**config.mk**
```make
export PLATFORM = sky130hd
export DESIGN_NAME = qos_umbral_fsm_flat
export DESIGN_NICKNAME = d
export VERILOG_FILES = /design/src/rtl/qos_umbral_fsm_if.sv /design/src/rtl/qos_umbral_fsm.sv /design/src/flat_wrapper.sv
export SDC_FILE = /design/constraint.sdc
export NUM_CORES = 1
export LEC_CHECK = 0
export CAP_MARGIN = 0
export CORE_MARGIN = 5
export CORE_UTILIZATION = 23
export CTS_BUF_LIST = sky130_fd_sc_hd__clkbuf_8
export DETAILED_ROUTE_END_ITERATION = 7
export PLACE_DENSITY = 0.59
export SYNTH_ARGS = -nofsm -noshare
export SYNTH_HDL_FRONTEND = slang
export SYNTH_SLANG_ARGS = --single-unit
```
**constraint.sdc**
```tcl
create_clock -name clk -period 1.89 [get_ports clk]
set_input_delay 0.189 -clock clk [delete_from_list [all_inputs] [get_ports clk]]
set_output_delay 0.189 -clock clk [all_outputs]
set_load 0.1 [all_outputs]
```
**src/rtl/qos_umbral_fsm_if.sv**
```systemverilog
// Purpose: bundles the control, threshold and status signals of the QoS threshold FSM.
// Latency: none; plain wires between the driver and the controller.
// Backpressure: none; every signal is sampled or presented each cycle without handshake.
interface qos_umbral_fsm_if #(
    parameter int NUM_FIFOS = 5,
    parameter int CNT_W     = 4
);

    // Control requests
    logic                         init;
    logic                         err_clear;

    // Threshold configuration, FIFO i at [i*CNT_W +: CNT_W]
    logic [NUM_FIFOS*CNT_W-1:0]   umbral_high_in;
    logic [NUM_FIFOS*CNT_W-1:0]   umbral_low_in;

    // FIFO array status
    logic [NUM_FIFOS-1:0]         fifo_empty;
    logic [NUM_FIFOS-1:0]         fifo_error;

    // Latched thresholds broadcast to the FIFO array
    logic [NUM_FIFOS*CNT_W-1:0]   umbral_high_out;
    logic [NUM_FIFOS*CNT_W-1:0]   umbral_low_out;

    // Link state reporting
    logic [2:0]                   state_out;
    logic                         init_out;
    logic                         idle_out;
    logic                         active_out;
    logic                         error_out;
    logic [NUM_FIFOS-1:0]         error_full;
    logic                         cfg_err;

    // Side that drives requests and FIFO status
    modport master (
        output init, err_clear, umbral_high_in, umbral_low_in, fifo_empty, fifo_error,
        input  umbral_high_out, umbral_low_out, state_out, init_out, idle_out,
               active_out, error_out, error_full, cfg_err
    );

    // Side implemented by the controller
    modport slave (
        input  init, err_clear, umbral_high_in, umbral_low_in, fifo_empty, fifo_error,
        output umbral_high_out, umbral_low_out, state_out, init_out, idle_out,
               active_out, error_out, error_full, cfg_err
    );

endinterface

```
**src/rtl/qos_umbral_fsm.sv**
```systemverilog
// Purpose: latches/validates per-FIFO HIGH/LOW thresholds and reports global link state.
// Latency: outputs are Moore, one edge after the inputs that cause a transition.
// Backpressure: none; inputs are sampled every rising edge, no handshake.
module qos_umbral_fsm #(
    parameter int NUM_FIFOS = 5,
    parameter int CNT_W     = 4,
    parameter int IDLE_DLY  = 2     // legal range 1..255
) (
    input  logic          clk,
    input  logic          reset,
    qos_umbral_fsm_if.slave bus
);

    localparam int         TW         = NUM_FIFOS * CNT_W;
    localparam logic [7:0] IDLE_DLY_C = 8'(IDLE_DLY);

    // Encoding is visible on state_out, so the values are fixed.
    typedef enum logic [2:0] {
        ST_RESET  = 3'd0,
        ST_INIT   = 3'd1,
        ST_IDLE   = 3'd2,
        ST_ACTIVE = 3'd3,
        ST_ERROR  = 3'd4
    } state_t;

    state_t               state_q;
    state_t               state_d;
    logic [7:0]           idle_cnt_q;
    logic [7:0]           idle_cnt_d;
    logic [7:0]           idle_cnt_inc;
    logic [TW-1:0]        high_q;
    logic [TW-1:0]        low_q;
    logic                 cfg_err_q;
    logic [NUM_FIFOS-1:0] err_full_q;
    logic [NUM_FIFOS-1:0] err_full_d;
    logic                 any_err;
    logic                 all_empty;
    logic                 bad_cfg;

    // Summaries of the FIFO status vectors and the saturating idle increment.
    always_comb begin
        any_err      = |bus.fifo_error;
        all_empty    = &bus.fifo_empty;
        idle_cnt_inc = (idle_cnt_q == 8'hFF) ? 8'hFF : idle_cnt_q + 8'd1;
    end

    // Threshold check on the values about to be loaded: low must be strictly below high.
    always_comb begin
        bad_cfg = 1'b0;
        for (int i = 0; i < NUM_FIFOS; i++) begin
            if (bus.umbral_low_in[i*CNT_W +: CNT_W] >= bus.umbral_high_in[i*CNT_W +: CNT_W]) begin
                bad_cfg = 1'b1;
            end
        end
    end

    // Next-state, idle debounce counter and sticky error mask.
    always_comb begin
        state_d    = state_q;
        idle_cnt_d = 8'd0;          // cleared outside ACTIVE and on any non-empty sample
        err_full_d = err_full_q;
        case (state_q)
            ST_RESET: begin
                state_d = ST_INIT;
            end
            ST_INIT: begin
                // fifo_error is deliberately ignored while configuring.
                if (!bus.init && !cfg_err_q) begin
                    state_d = ST_IDLE;
                end
            end
            ST_IDLE: begin
                if (any_err) begin
                    state_d    = ST_ERROR;
                    err_full_d = bus.fifo_error;
                end else if (bus.init) begin
                    state_d = ST_INIT;
                end else if (!all_empty) begin
                    state_d = ST_ACTIVE;
                end
            end
            ST_ACTIVE: begin
                if (any_err) begin
                    state_d    = ST_ERROR;
                    err_full_d = bus.fifo_error;
                end else if (bus.init) begin
                    state_d = ST_INIT;
                end else if (all_empty) begin
                    if (idle_cnt_inc >= IDLE_DLY_C) begin
                        state_d = ST_IDLE;
                    end else begin
                        idle_cnt_d = idle_cnt_inc;
                    end
                end
            end
            ST_ERROR: begin
                // Recovery only once the error sources have gone quiet; init has no say here.
                if (bus.err_clear && !any_err) begin
                    state_d    = ST_INIT;
                    err_full_d = '0;
                end else begin
                    err_full_d = err_full_q | bus.fifo_error;
                end
            end
            default: begin
                state_d = ST_RESET;
            end
        endcase
    end

    // State, idle counter and error mask registers.
    always_ff @(posedge clk or posedge reset) begin
        if (reset) begin
            state_q    <= ST_RESET;
            idle_cnt_q <= 8'd0;
            err_full_q <= '0;
        end else begin
            state_q    <= state_d;
            idle_cnt_q <= idle_cnt_d;
            err_full_q <= err_full_d;
        end
    end

    // Thresholds and their validity flag are only refreshed while in INIT.
    always_ff @(posedge clk or posedge reset) begin
        if (reset) begin
            high_q    <= '0;
            low_q     <= '0;
            cfg_err_q <= 1'b0;
        end else if (state_q == ST_INIT) begin
            high_q    <= bus.umbral_high_in;
            low_q     <= bus.umbral_low_in;
            cfg_err_q <= bad_cfg;
        end
    end

    // Moore outputs decoded from the registered state.
    always_comb begin
        bus.state_out       = state_q;
        bus.init_out        = (state_q == ST_INIT);
        bus.idle_out        = (state_q == ST_IDLE);
        bus.active_out      = (state_q == ST_ACTIVE);
        bus.error_out       = (state_q == ST_ERROR);
        bus.error_full      = err_full_q;
        bus.cfg_err         = cfg_err_q;
        bus.umbral_high_out = high_q;
        bus.umbral_low_out  = low_q;
    end

endmodule
```
**src/flat_wrapper.sv**
```systemverilog
// flat-port wrapper written by rule: the top's interface ports become plain ports
module qos_umbral_fsm_flat 
#(
    parameter int NUM_FIFOS = 5,
    parameter int CNT_W     = 4,
    parameter int IDLE_DLY  = 2                          
)
  (clk, reset, bus_init, bus_err_clear, bus_umbral_high_in, bus_umbral_low_in, bus_fifo_empty, bus_fifo_error, bus_umbral_high_out, bus_umbral_low_out, bus_state_out, bus_init_out, bus_idle_out, bus_active_out, bus_error_out, bus_error_full, bus_cfg_err);
  qos_umbral_fsm_if #(.NUM_FIFOS(NUM_FIFOS), .CNT_W(CNT_W)) bus_i ();
  input  logic clk;
  input  logic reset;
  input wire logic [$bits(bus_i.init)-1:0] bus_init;
  input wire logic [$bits(bus_i.err_clear)-1:0] bus_err_clear;
  input wire logic [$bits(bus_i.umbral_high_in)-1:0] bus_umbral_high_in;
  input wire logic [$bits(bus_i.umbral_low_in)-1:0] bus_umbral_low_in;
  input wire logic [$bits(bus_i.fifo_empty)-1:0] bus_fifo_empty;
  input wire logic [$bits(bus_i.fifo_error)-1:0] bus_fifo_error;
  output wire logic [$bits(bus_i.umbral_high_out)-1:0] bus_umbral_high_out;
  output wire logic [$bits(bus_i.umbral_low_out)-1:0] bus_umbral_low_out;
  output wire logic [$bits(bus_i.state_out)-1:0] bus_state_out;
  output wire logic [$bits(bus_i.init_out)-1:0] bus_init_out;
  output wire logic [$bits(bus_i.idle_out)-1:0] bus_idle_out;
  output wire logic [$bits(bus_i.active_out)-1:0] bus_active_out;
  output wire logic [$bits(bus_i.error_out)-1:0] bus_error_out;
  output wire logic [$bits(bus_i.error_full)-1:0] bus_error_full;
  output wire logic [$bits(bus_i.cfg_err)-1:0] bus_cfg_err;
  assign bus_i.init = bus_init;
  assign bus_i.err_clear = bus_err_clear;
  assign bus_i.umbral_high_in = bus_umbral_high_in;
  assign bus_i.umbral_low_in = bus_umbral_low_in;
  assign bus_i.fifo_empty = bus_fifo_empty;
  assign bus_i.fifo_error = bus_fifo_error;
  assign bus_umbral_high_out = bus_i.umbral_high_out;
  assign bus_umbral_low_out = bus_i.umbral_low_out;
  assign bus_state_out = bus_i.state_out;
  assign bus_init_out = bus_i.init_out;
  assign bus_idle_out = bus_i.idle_out;
  assign bus_active_out = bus_i.active_out;
  assign bus_error_out = bus_i.error_out;
  assign bus_error_full = bus_i.error_full;
  assign bus_cfg_err = bus_i.cfg_err;
  qos_umbral_fsm #(.NUM_FIFOS(NUM_FIFOS), .CNT_W(CNT_W), .IDLE_DLY(IDLE_DLY)) u_core (.clk(clk), .reset(reset), .bus(bus_i));
endmodule
```
---- After elaboration in Yosys (flattened, before gate mapping) ----
Index checks and enable logic that the tools add are counted.
cells by class
  reductions and logical operators ........ 12
  add/sub/neg operators ................... 1
  bitwise logic cells ..................... 1
  equal/unequal tests ..................... 11
  $lt $le $gt $ge ......................... 6
  multiplexer cells ....................... 24
operators by type and width
  operator             count
  $mux 8               6
  $mux 3               9
  $ge 4x4->1           5
  $pmux 3 s5           1
  $mux 5               2
  $pmux 5 s2           1
  $reduce_and 5->1     2
  $add 8x1->8 const B  1
  $eq 8x8->1 const B   1
  $ge 8x2->1 const B   1
  $ne 4x2->1 const B   2
  $eq 3x2->1 const B   2
  $ne 2x1->1 const B   3
  $mux 1               5
  $or 5x5->5           1
  $reduce_or 5->1      1
  $ne 4x3->1 const B   1
  $eq 3x1->1 const B   1
  $eq 3x3->1 const B   1
  $logic_not 1->1      3
  $logic_not 3->1      1
  $logic_and 1x1->1    2
  $reduce_and 2->1     1
  $reduce_bool 2->1    1
  $reduce_or 2->1      1
storage, ports and cells
  output and inout bits ................... 53
  word-level logic and storage cells ...... 61
  register bits ........................... 57
  input port bits ......................... 54

---- Longest topological paths before layout ----
  depth in word-level cells ............... 8
  mapped depth ............................ 7
  depth with buffers taken out ............ 7

---- Least setup slack after synthesis ----
No wires, ideal clock.
  path kind ............................... register to register
  start point ............................. register u_core.state_q[0], in the netlist u_core.bus.state_out[0]
  end point ............................... register u_core.low_q[10], in the netlist u_core.bus.umbral_low_out[10]
  required time ........................... 1.821 ns
  slack ................................... -1.003 ns
  setup time .............................. 0.069 ns
  cell stages (with the launch flop) ...... 7
  data arrival time ....................... 2.824 ns
  path buffers ............................ 2
  cell sequence ........................... dfrtp_1 clkbuf_1 nand3_1 inv_1 buf_1 nand2_1 nand2_1
on the way
  longest elaborated chain between the ends .. 1
ends and longest elaborated chain
  what                    RTL line               source
  from (decl)             qos_umbral_fsm.sv:26   state_t state_q;
  from (signal assigned)  qos_umbral_fsm.sv:118  state_q <= state_d;
  $eq 3x1->1              --
  named net bus_init_out  flat_wrapper.sv:21     output wire logic [$bits(bus_i.init_out)-1:0] bus_init_out;
  to (signal assigned)    qos_umbral_fsm.sv:132  low_q <= bus.umbral_low_in;
  to (decl)               qos_umbral_fsm.sv:32   logic [TW-1:0] low_q;
The timed path passes the listed nets, and every way through them passes these cells.
A chain may end at the register's enable or synchronous reset.

---- Worst setup path in the final report ----
  start point ............................. input port bus_fifo_error[1]
  end point ............................... register u_core.state_q[0], in the netlist u_core.bus.state_out[0]
on the way
  longest elaborated chain between the ends .. 5
ends and longest elaborated chain
  what                               RTL line              source
  from (decl)                        flat_wrapper.sv:17    input wire logic [$bits(bus_i.fifo_error)-1:0] bus_fifo_error;
  $reduce_or 5->1 *                  qos_umbral_fsm.sv:42  any_err = |bus.fifo_error;
  $logic_not 1->1                    qos_umbral_fsm.sv:98  if (bus.err_clear && !any_err) begin
  $logic_and 1x1->1                  qos_umbral_fsm.sv:98
  $ne 2x1->1 (no source line)        --
  $reduce_and 5->1 (no source line)  --
Every way passes the cells marked *; elsewhere a longest branch is shown, timed or not.

==> flow_summary.json <==
{
  "grt_max_degree": 64,
  "ios": 107,
  "cp-end-kind": "flip-flop",
  "rsz0062_at_grt": "no",
  "core_area_sq_mm": 0.0114,
  "grt_overflow": 0,
  "cts_buffer_depth": 2,
  "cts.htree.levels": 3,
  "synth_warnings": 0,
  "num_rows": 39,
  "drv_cap": 0,
  "finalSetupViolCount": 0,
  "fillers": 1178,
  "min_period_ns": 1.73,
  "hold_violations": 0,
  "max_freq_mhz": 579,
  "regArea_sq_mm": 0.00143,
  "routed_via_density": 4.18,
  "postCtsHoldBufs": 0,
  "period_share_pct": 91.3,
  "synthTopCellsByArea": "dfrtp_1 54%, nand2_1 13%, ha_1 9.9%, o21ai_0 5.1%, inv_1 3.8%",
  "yosysUniqueCellTypes": 30,
  "synth_area_sq_mm": 0.00265,
  "cp.required_ns": 2.11,
  "antenna_found_initial": 0,
  "insertion_delay_ns": 0.33,
  "synth_top_area_share_pct": 53.9,
  "cts_setup_buffers": 0,
  "grt_pass1_vias": 2473,
  "wl_per_cell_um": 13.8,
  "vias": 2338,
  "layout_setup_ws_ns": 0.164,
  "final_nets": 487,
  "critPathLaunchType": "input port",
  "synth-seq-cells": 57,
  "cts_resized": 0,
  "wl_um": 7700,
  "arrival_ns": 1.94,
  "fp.dieW_um": 117,
  "dp_worst_setup_slack_ns": -0.173,
  "ys_seq_area_share_pct": 53.9,
  "routabilityCongestion": 0.818,
  "cts_root_buf": "clkbuf_8",
  "die_h_um": 117,
  "place_hpwl_um": 6060,
  "synth_cells": 289,
  "cts_made_buffers": 9,
  "cts_tree": "built",
  "first_iter_violations": 80,
  "n_antenna_cell": 0,
  "grt_pass1_wl_um": 12200,
  "drive_above_1_share_pct": 21.8,
  "dieArea_sq_mm": 0.0137,
  "hold-worst-slack_ns": 0.230,
  "worstPathMaxFanout": 4,
  "numPortBuffers": 106,
  "cts_sinks": 57,
  "drc": 0,
  "area_delta_synth_final_pct": 54.3,
  "initial_utilization_pct": 23.3,
  "maxSlewViolCount": 0,
  "status": "finished, final reports clean",
  "path_class": "input port to flip-flop",
  "multi_input_area_sq_mm": 0.00113,
  "final_cell_area_sq_mm": 0.00408,
  "clkTransAtPathRegs_ns": 0.07,
  "ant_nets": 0,
  "grt_usage_pct": 11.6,
  "placed_area_sq_mm": 0.00392,
  "fin_worst_skew_ns": 0.00821,
  "dr.pass1.iters": 4,
  "avgSynthCellArea_sq_um": 9.15,
  "hold_class": "input port to async pin",
  "synth_top_cell_by_area": "dfrtp_1"
}
[registers in the layout (all words and copies together) (netlist names)]
signal and cells:
u_core.bus.umbral_high_out 20, u_core.bus.umbral_low_out 20, u_core.idle_cnt_q 8, u_core.bus.error_full 5
u_core.bus.state_out 3, u_core.bus.cfg_err 1
[final timing paths]
path / to / depth (start not counted) / start / slack [ns]
setup / recovery: u_core.bus.state_out[0] / 6 / bus_fifo_error[1] / 0.16
hold / removal: u_core.idle_cnt_q[2] / 3 / reset / 0.23
setup reg to reg: u_core.bus.state_out[0] / 5 / u_core.bus.state_out[2] / 0.40
hold reg to reg: u_core.bus.umbral_high_out[9] / 2 / u_core.bus.umbral_high_out[9] / 0.48
max in group asynchronous: u_core.bus.state_out[2] / 3 / reset / 1.38
min in group clk: u_core.bus.umbral_high_out[12] / 3 / bus_umbral_high_in[12] / 0.44
[layout make-up]
class	count	share of cell area, %
Sequential cell	57	35.0
Multi-Input combinational cell	202	27.7
Timing Repair Buffer	115	26.2
Tap cell	143	4.38
Clock buffer	10	3.37
Inverter	27	2.58
Clock inverter	6	0.674
[metrics by stage]
stage                     cells  util (%)  TNS, ns
after floorplan             295         -   -0.438
after global placement      544      34.4   -0.189
after detailed placement    544      34.4   -0.275
after CTS                   560      35.9        0
after global routing        560      35.9        0
final                       560      35.9        0
[synth_stat cells]
cell / instances
dfrtp_1: 57
a41o_1: 1
a221o_2: 1
a2bb2oi_1: 1
buf_1: 1
o211ai_1: 1
a21oi_1: 5
or3_4: 1
o221ai_1: 1
o21bai_1: 1
nand2b_1: 5
or4_4: 1
conb_1: 1
ha_1: 21
inv_1: 27
or4_1: 1
a21oi_2: 1
o21ai_0: 27
a211oi_1: 4
nor4_1: 3
clkbuf_1: 8
or2_2: 1
nand4_1: 1
a22oi_1: 4
nand3_1: 3
nor2_1: 17
o22ai_1: 2
and3_1: 1
nor3_1: 2
nand2_1: 89
[layer usage]
| metal | track usage, % | vias to the layer above | part of all wire [%] |
|---|---|---|---|
| li1 | - | 1186 | - |
| met1 | 15.0 | 1062 | 44 |
| met2 | 18.4 | 78 | 46 |
| met3 | 3.34 | 12 | 7.5 |
| met4 | 4.59 | 0 | 2.0 |
| met5 | 0 | - | 0 |
[cell families (layout without fill, tap and decap cells)]
| group | after synthesis | after routing | synth area share, % |
|---|---|---|---|
| simple gates | 125 | 125 | 19.7 |
| buf+inv | 36 | 158 | 5.11 |
| compound gates | 49 | 49 | 11.2 |
| fa+ha+maj | 21 | 21 | 9.93 |
| other cells | 1 | 7 | 0.142 |
| flops | 57 | 57 | 53.9 |
[critical path, cell delays in order]
cell and delay [ns]:
clkdlybuf4s50_1 0.43, or3_4 0.41, or4_4 0.55, nor3_1 0.18, a221o_2 0.14, a21oi_2 0.03
[cells in the final DEF, fill, tap and decap left out, drive strengths merged]
master	netlist	layout
a211oi	4	4
a21oi	6	6
a221o	1	1
a22oi	4	4
a2bb2oi	1	1
a41o	1	1
and3	1	1
buf	1	62
clkbuf	8	10
clkdlybuf4s50	0	53
clkinv	0	4
clkinvlp	0	1
conb	1	7
dfrtp	57	57
ha	21	21
inv	27	28
nand2	89	89
nand2b	5	5
nand3	3	3
nand4	1	1
nor2	17	17
nor3	2	2
nor4	3	3
o211ai	1	1
o21ai	27	27
o21bai	1	1
o221ai	1	1
o22ai	2	2
or2	1	1
or3	1	1
or4	2	2
Power is not shown: default switching activity piles up to over one toggle a cycle in this logic, so the estimate is an artifact.
